==> src/rtl/multicycle_control.sv <==
// Main control FSM for the multicycle RV32I-subset core: sequences fetch/decode/execute,
// drives ALU_Control and datapath selects, stalls on mem_ready and counts retired instructions.
module multicycle_control #(
  parameter int unsigned CNT_W = 32
) (
  input  logic             clk,
  input  logic             rst_n,
  input  logic [6:0]       opcode,
  input  logic [2:0]       funct3,
  input  logic             funct7_5,
  input  logic             zero,
  input  logic             mem_ready,
  output logic             ALUOp1,
  output logic             ALUOp0,
  output logic [3:0]       funct,
  output logic             pc_write,
  output logic             ir_write,
  output logic             adr_src,
  output logic             mem_read,
  output logic             mem_write,
  output logic             reg_write,
  output logic [1:0]       alu_src_a,
  output logic [1:0]       alu_src_b,
  output logic [1:0]       result_src,
  output logic             instr_done,
  output logic             illegal,
  output logic [CNT_W-1:0] instret
);

  localparam logic [6:0] OP_LW   = 7'b0000011;
  localparam logic [6:0] OP_SW   = 7'b0100011;
  localparam logic [6:0] OP_R    = 7'b0110011;
  localparam logic [6:0] OP_I    = 7'b0010011;
  localparam logic [6:0] OP_BEQ  = 7'b1100011;

  typedef enum logic [3:0] {
    FETCH, DECODE, MEMADR, MEMREAD, MEMWB, MEMWRITE,
    EXECR, EXECI, ALUWB, BEQ, TRAP
  } state_t;

  state_t     state;
  state_t     state_next;
  logic [1:0] alu_op;
  logic       pc_write_raw;
  logic       ir_write_raw;
  logic       mem_write_raw;
  logic       reg_write_raw;
  logic       instr_done_raw;

  // State register
  always_ff @(posedge clk or negedge rst_n) begin
    if (!rst_n) state <= FETCH;
    else        state <= state_next;
  end

  // Next-state and Moore decode (a few enables qualified by mem_ready/zero)
  always_comb begin
    state_next     = state;
    alu_op         = 2'b00;
    pc_write_raw   = 1'b0;
    ir_write_raw   = 1'b0;
    mem_write_raw  = 1'b0;
    reg_write_raw  = 1'b0;
    instr_done_raw = 1'b0;
    adr_src        = 1'b0;
    mem_read       = 1'b0;
    alu_src_a      = 2'b00;
    alu_src_b      = 2'b00;
    result_src     = 2'b00;
    case (state)
      FETCH: begin
        mem_read     = 1'b1;
        alu_src_b    = 2'b10;
        result_src   = 2'b10;
        pc_write_raw = mem_ready;
        ir_write_raw = mem_ready;
        if (mem_ready) state_next = DECODE;
      end
      DECODE: begin
        alu_src_a = 2'b01;
        alu_src_b = 2'b01;
        case (opcode)
          OP_LW, OP_SW: state_next = MEMADR;
          OP_R:         state_next = EXECR;
          OP_I:         state_next = EXECI;
          OP_BEQ:       state_next = BEQ;
          default:      state_next = TRAP;
        endcase
      end
      MEMADR: begin
        alu_src_a  = 2'b10;
        alu_src_b  = 2'b01;
        state_next = (opcode == OP_LW) ? MEMREAD : MEMWRITE;
      end
      MEMREAD: begin
        mem_read = 1'b1;
        adr_src  = 1'b1;
        if (mem_ready) state_next = MEMWB;
      end
      MEMWB: begin
        reg_write_raw  = 1'b1;
        result_src     = 2'b01;
        instr_done_raw = 1'b1;
        state_next     = FETCH;
      end
      MEMWRITE: begin
        mem_write_raw  = 1'b1;
        adr_src        = 1'b1;
        instr_done_raw = mem_ready;
        if (mem_ready) state_next = FETCH;
      end
      EXECR: begin
        alu_src_a  = 2'b10;
        alu_op     = 2'b10;
        state_next = ALUWB;
      end
      EXECI: begin
        alu_src_a  = 2'b10;
        alu_src_b  = 2'b01;
        state_next = ALUWB;
      end
      ALUWB: begin
        reg_write_raw  = 1'b1;
        instr_done_raw = 1'b1;
        state_next     = FETCH;
      end
      BEQ: begin
        alu_src_a      = 2'b10;
        alu_op         = 2'b01;
        pc_write_raw   = zero;
        instr_done_raw = 1'b1;
        state_next     = FETCH;
      end
      TRAP:    state_next = TRAP;
      default: state_next = FETCH;
    endcase
  end

  // Architectural writes are suppressed for as long as reset is held
  assign pc_write   = rst_n & pc_write_raw;
  assign ir_write   = rst_n & ir_write_raw;
  assign mem_write  = rst_n & mem_write_raw;
  assign reg_write  = rst_n & reg_write_raw;
  assign instr_done = rst_n & instr_done_raw;

  assign ALUOp1 = alu_op[1];
  assign ALUOp0 = alu_op[0];
  assign funct  = {funct7_5, funct3};

  always_ff @(posedge clk or negedge rst_n) begin
    if (!rst_n)                  illegal <= 1'b0;
    else if (state_next == TRAP) illegal <= 1'b1;
  end

  always_ff @(posedge clk or negedge rst_n) begin
    if (!rst_n)          instret <= '0;
    else if (instr_done) instret <= instret + CNT_W'(1);
  end

endmodule

==> config.mk <==
export PLATFORM = sky130hd
export DESIGN_NAME = multicycle_control
export DESIGN_NICKNAME = d
export VERILOG_FILES = /design/src/rtl/multicycle_control.sv
export SDC_FILE = /design/constraint.sdc
export NUM_CORES = 1
export LEC_CHECK = 0
export ABC_AREA = 1
export CORE_MARGIN = 8
export CORE_UTILIZATION = 25
export DETAILED_ROUTE_END_ITERATION = 16
export SYNTH_ARGS = -nofsm -noshare
export SYNTH_HDL_FRONTEND = slang
export SYNTH_SLANG_ARGS = --single-unit
==> constraint.sdc <==
create_clock -name clk -period 1.9 [get_ports clk]
set_clock_uncertainty 0.2 [all_clocks]
set_input_delay 0.285 -clock clk [delete_from_list [all_inputs] [get_ports clk]]
set_output_delay 0.285 -clock clk [all_outputs]
set_load 0.02 [all_outputs]
### Word-level counts from Yosys, hierarchy flattened

Index checks and enable logic that the tools add are counted.

| word-level totals | value |
|---|---|
| logic and storage cells | 51 |
| register bits | 37 |
| input bits | 15 |
| output and inout port bits | 52 |

| cells by class | value |
|---|---|
| add/sub/neg operators | 1 |
| reduce and logical (&&, ||, !) cells | 9 |
| bitwise logic cells | 5 |
| equality and inequality tests | 16 |
| muxes and demuxes | 17 |

Operators with widths:

| cell | number |
|---|---|
| adder 32 x 1 -> 32 bit (second input constant) | 1 |
| one-hot mux 4 bit (7 select lines) | 1 |
| == test 4 x 3 -> 1 bit (second input constant) | 4 |
| == test 4 bit (second input constant) | 4 |
| one-hot mux 2 bit (2 select lines) | 4 |
| one-hot mux 4 bit (4 select lines) | 1 |
| == test 7 x 6 -> 1 bit (second input constant) | 2 |
| two-way mux 4 bit | 3 |
| OR reduction 2 bit | 5 |
| == test 4 x 2 -> 1 bit (second input constant) | 2 |
| == test 7 x 2 -> 1 bit (second input constant) | 1 |
| == test 7 x 5 -> 1 bit (second input constant) | 1 |
| == test 7 bit (second input constant) | 1 |
| OR reduction 3 bit | 2 |
| AND 1 bit | 5 |
| two-way mux 1 bit | 5 |
| == test 4 x 1 -> 1 bit (second input constant) | 1 |
| logical NOT 4 bit | 1 |
| one-hot mux 1 bit (2 select lines) | 2 |
| OR reduction 4 bit | 1 |
| two-way mux 3 bit | 1 |

### Logic depth before layout (Yosys ltp)

Gate-level depths: netlist of the first run.

| depth | value |
|---|---|
| word-level depth | 5 |
| gate-level depth with buffers | 10 |
| gate-level depth less buffers | 10 |

### Worst setup path after synthesis of the first run

Ideal clock, no wire load.

| path | value |
|---|---|
| path kind | register to output |
| from | reg state[3] |
| to | out alu_src_b[0] |
| arrival time | 1.384 ns |
| required time | 1.415 ns |
| buffers on the path | 0 |
| cell stages (with the launch flop) | 4 |
| setup slack | 0.031 ns |
| cells stage by stage | dfrtp_1 inv_1 nand2_2 o311ai_0 |

| on the way | value |
|---|---|
| word-level cells in the longest chain between the ends | 3 |
| elaborated cells on any way between the ends | 6 |
| those cells by class | 3 x eq/ne; 1 x mux; 2 x reduce/logical |

Ends and longest elaborated chain:

| item | RTL line | RTL |
|---|---|---|
| from (decl) | 41 | `state_t state;` |
| from (signal assigned) | 53 | `else state <= state_next;` |
| == test 4 x 1 -> 1 bit, or another cell as far along | 70 | `case (state)` |
| OR reduction 3 bit (no source line) | n/a |  |
| one-hot mux 2 bit (2 select lines) (*) | 70 |  |
| to (decl) | 23 | `output logic [1:0] alu_src_b,` |

Every way passes the cells marked *; elsewhere a longest branch is shown, timed or not.

### Final worst setup path of the first run

| path | value |
|---|---|
| from | reg state[3] |
| to | out instr_done |

| on the way | value |
|---|---|
| word-level cells in the longest chain between the ends | 4 |
| elaborated cells on any way between the ends | 7 |
| those cells by class | 4 x eq/ne; 1 x mux; 1 x bitwise; 1 x reduce/logical |

Ends and longest elaborated chain:

| item | RTL line | RTL |
|---|---|---|
| == test 4 bit or == test 4 x 3 -> 1 bit (tied branches) | 70 |  |
| OR reduction 3 bit (no source line) | n/a |  |
| one-hot mux 1 bit (2 select lines) (*) | 70 |  |
| AND 1 bit (*) | 144 | `assign instr_done = rst_n & instr_done_raw;` |
| to (decl) | 25 | `output logic instr_done,` |

Marked as above.

==> impl_metrics.tcl, run 1 <==
set metrics [dict create \
    status "finished clean" \
    dr.pass1.iters 5 \
    grt_pass1_vias 2729 \
    p_total_mw 3.06 \
    fill_cells 1229 \
    finalHoldViolations 0 \
    hp-start "illegal$_DFFE_PN0N_" \
    netlist.area_leader.share 0.340 \
    finalNetCount 531 \
    grt_pass1_wl_um 13500 \
    drc 0 \
    syn_area_um2 2730 \
    synth_cell_types 29 \
    root_buffer "clkbuf_8" \
    synth.avg_cell_area_um2 6.34 \
    grt_use_total 0.113 \
    syn_inst 430 \
    synth_area_leader_cell "dfrtp_1" \
    fin_crit_ns 1.88 \
    synth-seq-cells 37 \
    clock.fmax_mhz 533 \
    dieArea_um2 14500 \
    power_density_nw_per_um2 824 \
    placedCellCount 645 \
    timing.rr.start "state[3]$_DFF_PN0_" \
    drt-wirelength-per-cell_um 12.4 \
    vdd_drop_max_mv 0.481 \
    cts_tree "built" \
    min_to "illegal$_DFFE_PN0N_" \
    cts.clk_slew.worst_paths_ns 0.07 \
    max_slew.worst_pin.slew_ns 0.419 \
    setup_viol 0 \
    diodes 0 \
    grt.overflow.total 0 \
    htree_num_levels 2 \
    start_util 0.254 \
    clk_path_buf_depth 2 \
    dp_hpwl_um 6450 \
    whs_path_depth 2 \
    num_rows 38 \
    post-route-util 0.346 \
    antenna_found_initial 0 \
    clock_latency_ns 0.28 \
    grt_max_degree 34 \
    die_h_um 120 \
    dp_slack_ns -0.322 \
    startpoint_type "register" \
    register_area_um2 927 \
    path_max_fanout 4 \
    worst_slack_ns 0.0236 \
    ant_nets 0 \
    cp-end-kind "output pin" \
    vias 2812 \
    cap_violations 0 \
    multi_input_area_um2 1530 \
    layout_common_cells "192 x nand2_1, 59 x nor2_1, 47 x inv_1" \
    critPathRequiredTime_ns 1.41 \
    wl_um 8120 \
    ys_seq_area_frac 0.340 \
    final_common_cell "nand2_1" \
    cts-buffers-inserted 5 \
    p_leak_nw 2.09 \
    areaGrowthSynthToFinish_pct 36.3 \
    hold_class "register to register" \
    stdcell_count 655 \
    drive_gt1_frac 0.179 \
    critPathArrivalTime_ns 1.39 \
    netlist_top_cells_area "dfrtp_1 34%, nand2_1 27%, nor2_1 8.7%" \
    reg2reg_to "instret[2]$_DFFE_PN0P_" \
    synth_warnings 0 \
    drt_iter0_drc 91 \
    portBuffers 58 \
    rsz0062_at_grt "true" \
    r2r_setup_slack_ns 0.12 \
    pin_count 67 \
    crit_type "register to output pin" \
    reg2regPathDepth 9 \
    slew_headroom 0.721 \
    gp_congestion 0.875 \
    drt-vias-per-instance 4.29 \
    synth_fp_nets 446 \
    dieWidth_um 120 \
    report.final.slew_viol_count 0 \
    core_um2 10700 \
    period_share 0.988 \
    clock-sinks 37 \
]
==> power by group <==
part / switching, mW / leakage [nW] / internal [mW]
logic: 0.957 / 1.55 / 0.594
registers: 0.0865 / 0.501 / 0.866
clock network: 0.269 / 0.0443 / 0.288
==> kinds of logic after synthesis <==
family | Yosys count | share of synthesized area
adders and majority gates | 1 | 0.00459
and+or+nand+nor | 306 | 0.479
buffers and inverters | 63 | 0.111
DFF | 37 | 0.340
xor gates and xnor gates | 9 | 0.0317
AOI/OAI and AO/OA | 14 | 0.0335
==> cell usage after synthesis <==
| cell type | number |
|---|---|
| nor4_1 | 1 |
| buf_12 | 1 |
| buf_6 | 3 |
| nor2_2 | 1 |
| nand2_2 | 7 |
| xor2_1 | 8 |
| nand4_1 | 2 |
| o21ai_1 | 1 |
| nand2_1 | 194 |
| xor2_2 | 1 |
| inv_6 | 1 |
| o311ai_0 | 1 |
| o21bai_1 | 1 |
| nand3_1 | 22 |
| nor2_1 | 63 |
| and3_1 | 1 |
| nor2_8 | 1 |
| nor3_1 | 2 |
| inv_1 | 51 |
| buf_4 | 6 |
| nor2_4 | 3 |
| nand3_2 | 7 |
| nand2_4 | 2 |
| a21oi_1 | 2 |
| ha_1 | 1 |
| inv_2 | 1 |
| o21ai_2 | 4 |
| o21ai_0 | 5 |
| dfrtp_1 | 37 |
==> worst max path at each step <==
stage	from	slack [ns]	depth (start not counted)	to
6_report	state[3]$_DFF_PN0_	0.02	8	instr_done
5_1_grt	state[3]$_DFF_PN0_	-0.07	8	instr_done
4_1_cts	state[0]$_DFF_PN0_	-0.006	6	pc_write
3_5_place_dp	mem_ready	-0.32	7	instr_done
3_3_place_gp	mem_ready	-0.33	7	instr_done
2_1_floorplan	state[3]$_DFF_PN0_	0.03	3	alu_src_b[0]
==> flip-flops by register name, indices dropped and copies added, names as in the netlist <==
name     flops
illegal      1
instret     32
state        4
==> worst max-delay path, stage by stage, from the launching register on <==
cell	delay (ns)
dfrtp_1	0.41
inv_2	0.06
nand2_2	0.11
nand2_1	0.07
nand2_1	0.09
nand3_2	0.10
nand2_4	0.10
inv_6	0.03
buf_2	0.15
==> stage by stage <==
step | hold WS, ns | cell area [µm²] | TNS, ns
floorplan | -0.211 | 2730 | 0
global placement | 0.0698 | 3580 | -2.19
detailed placement | 0.0676 | 3580 | -2.51
CTS | 0.273 | 3650 | -0.0136
global route | 0.294 | 3710 | -0.382
finish | 0.283 | 3710 | 0
==> metal layers <==
metal,global-route usage,vias up,part of all wire
li1,-,1464,-
met1,0.153,1292,0.47
met2,0.189,52,0.48
met3,0.0168,4,0.039
met4,0.0195,0,0.0038
met5,0,-,0
==> what timing repair did <==
item,4_1_cts,5_1_grt
hold buffers,1,0
pin swaps,1,1
gates resized for setup,60,45
endpoints found under the hold margin,37,0
endpoints found under the setup margin,17,35
buffers inserted,1,1
==> final cells by class <==
class / count / share of cell area
timing repair buffer: 88 / 0.213
inverter: 53 / 0.0549
sequential: 37 / 0.250
multi-input combinational: 330 / 0.412
tap: 140 / 0.0472
clock buffer: 7 / 0.0232
(Power assumes the default switching activity.)
==> run 2: changes to the inputs <==
--- a/config.mk
+++ b/config.mk
@@ -9,6 +9,7 @@
 export CORE_MARGIN = 8
 export CORE_UTILIZATION = 25
 export DETAILED_ROUTE_END_ITERATION = 16
+export SETUP_SLACK_MARGIN = 0.4
 export SYNTH_ARGS = -nofsm -noshare
 export SYNTH_HDL_FRONTEND = slang
 export SYNTH_SLANG_ARGS = --single-unit
==> run 2 against run 1 <==
The run now ends with negative setup slack left. Worst hold slack worse by 0.0047 ns. Global-route usage is 0.85 points higher. Via count is 5.3% higher. Sequential share of layout area decreased by 1.7 points. Power increased by 29%. Final cell count up 3.1%. Worst setup slack lost 0.029 ns. Sequential power increased by 5%. Critical path type unchanged. Critical endpoint is now reg_write.
==> impl_metrics.tcl, run 2 (synthesis results as in run 1) <==
set metrics [dict create \
    dp_slack_ns -0.365 \
    setup_viol 1 \
    gp_congestion 0.870 \
    critPathArrivalTime_ns 1.42 \
    largest_reg_flops 32 \
    critPathBufInv 3 \
    critPathRequiredTime_ns 1.41 \
    drive_gt1_frac 0.393 \
    switching_share 0.405 \
    comb_power_share 0.539 \
    pin_count 67 \
    grt_max_degree 34 \
    diodes 0 \
    path_max_fanout 4 \
    power_frac_clock 0.208 \
    top_register "instret" \
    cts-buffers-inserted 5 \
    grt.overflow.total 0 \
    critPathSlowestCell "dfrtp_2" \
    num_rows 38 \
    areaGrowthSynthToFinish_pct 51.5 \
    die_h_um 120 \
    vdd_drop_max_mv 0.878 \
    cap_violations 0 \
    drt_iter0_drc 99 \
    clk_path_buf_depth 2 \
    startpoint_type "register" \
    clock_latency_ns 0.29 \
    final_common_cell "nand2_1" \
    p_leak_nw 1.99 \
    cp_common_cell "buf_4" \
    design_area_um2 4130 \
    clock.fmax_mhz 525 \
    cts_tree "built" \
    fin_crit_ns 1.91 \
    finalHoldViolations 0 \
    worst_slack_ns -0.00555 \
    dieArea_um2 14500 \
    grt_pass1_wl_um 14500 \
    grt_pass1_vias 2867 \
    layout_common_cells "182 x nand2_1, 47 x nor2_1, 37 x inv_1" \
    grt_use_total 0.122 \
    htree_num_levels 2 \
    dieWidth_um 120 \
    p_seq_frac 0.254 \
    start_util 0.254 \
    stdcell_count 675 \
    core_um2 10700 \
    status "finished with violations" \
    vias 2961 \
    hold_class "register to register" \
    slew_headroom 0.735 \
    drc 0 \
    p_int_mw 2.35 \
    wl_um 8800 \
    rsz0062_at_grt "true" \
    drt-vias-per-instance 4.39 \
    cts.clk_slew.worst_paths_ns 0.08 \
    path_delay_family "flip-flops" \
    power.switching_mw 1.60 \
    antenna_found_initial 0 \
    post-route-util 0.384 \
    drt-wirelength-per-cell_um 13.0 \
    finalNetCount 550 \
    placed_cell_area_um2 3730 \
    portBuffers 58 \
    power_density_nw_per_um2 957 \
    violations "negative setup slack" \
    path_cells "nor2_4 > buf_4 > nand2_2 > buf_4 > nor2_2 > buf_6" \
    dp_hpwl_um 6640 \
    reg.largest.list "instret x32, state x4, illegal x1" \
    period_share 1.00 \
    dr.pass1.iters 4 \
    crit_type "register to output pin" \
    cp-end-kind "output pin" \
    ant_nets 0 \
    root_buffer "clkbuf_8" \
    clock-sinks 37 \
    report.final.slew_viol_count 0 \
    slowest_delay_ns 0.46 \
    max_slew.worst_pin.slew_ns 0.393 \
    placedCellCount 645 \
]
==> run 2: changes by cell type in the layout (fill, tap and decap cells not counted), sizes merged <==
cell	change
inv	-2
clkbuf	-3
dlygate4sd2	-2
clkdlybuf4s50	-12
clkdlybuf4s15	+5
buf	+47
bufinv	+2
dlygate4sd3	+1
dlymetal6s2s	-19
clkinv	+3
==> run 2: worst register-to-register path: cells and delay by family, from the launching register on <==
| kind | cells | cell delay, ns |
|---|---|---|
| simple gates | 6 | 0.52 |
| flops | 1 | 0.42 |
| buf+inv | 2 | 0.35 |
| compound gates | 1 | 0.20 |
==> run 2: final timing paths <==
path                                      from                 endpoint  slack [ns]  cells past startpoint
max                         state[0]$_DFF_PN0_                reg_write      -0.006                      6
min                        illegal$_DFFE_PN0N_      illegal$_DFFE_PN0N_        0.28                      2
max reg2reg                 state[3]$_DFF_PN0_   instret[6]$_DFFE_PN0P_        0.11                      9
min reg2reg                illegal$_DFFE_PN0N_      illegal$_DFFE_PN0N_        0.28                      2
max in group asynchronous                rst_n  instret[18]$_DFFE_PN0P_        0.74                      4
min in group asynchronous                rst_n  instret[29]$_DFFE_PN0P_        0.41                      3
==> run 2: power groups by stage <==
stage | Sequential (mW) | Clock, mW | Combinational (mW)
floorplan | 1.04 | 0 | 0.956
detailed placement | 1.00 | 0 | 1.70
finish | 1.00 | 0.820 | 2.13
global placement | 0.996 | 0 | 1.68
global route | 1.02 | 0.873 | 2.30
CTS | 0.987 | 0.836 | 1.95
==> run 2: stage by stage <==
step / setup TNS [ns] / power [mW] / hold slack [ns]
floorplan: 0 / 1.99 / -0.211
global placement: -2.96 / 2.68 / 0.202
detailed placement: -3.73 / 2.71 / 0.198
CTS: -0.117 / 3.77 / 0.276
global route: -0.495 / 4.19 / 0.293
finish: -0.00555 / 3.95 / 0.279
==> run 2: per-layer routing <==
metal | global-route usage | up-vias | share of wire
li1 | - | 1502 | -
met5 | 0 | - | 0
met4 | 0.0242 | 0 | 0.0099
met3 | 0.0224 | 9 | 0.042
met2 | 0.209 | 69 | 0.49
met1 | 0.155 | 1381 | 0.46
==> run 2: layout make-up <==
type / count / area (µm²)
fillers: 1170 / 6620
multi-input cells: 330 / 1750
flip-flops and latches: 37 / 960
repair buffers: 107 / 895
inverters: 53 / 216
well taps: 140 / 175
clock buffers: 5 / 68.8
clock inverters: 3 / 65.1
==> run 2: repair_timing <==
action                                  in CTS  in global routing
endpoints found under the hold margin       37                 17
pin swaps                                   12                 12
endpoints found under the setup margin      82                 82
setup buffers                               14                  6
resized for setup                          246                 46
hold buffers                                 2                  1
==> run 3: changes to the inputs <==
--- a/config.mk
+++ b/config.mk
@@ -6,6 +6,7 @@
 export NUM_CORES = 1
 export LEC_CHECK = 0
 export ABC_AREA = 1
+export CAP_MARGIN = 20
 export CORE_MARGIN = 8
 export CORE_UTILIZATION = 25
 export DETAILED_ROUTE_END_ITERATION = 16
==> results of run 3 <==
Same layout as run 2: the final DEF is identical, and so are final timing and power.
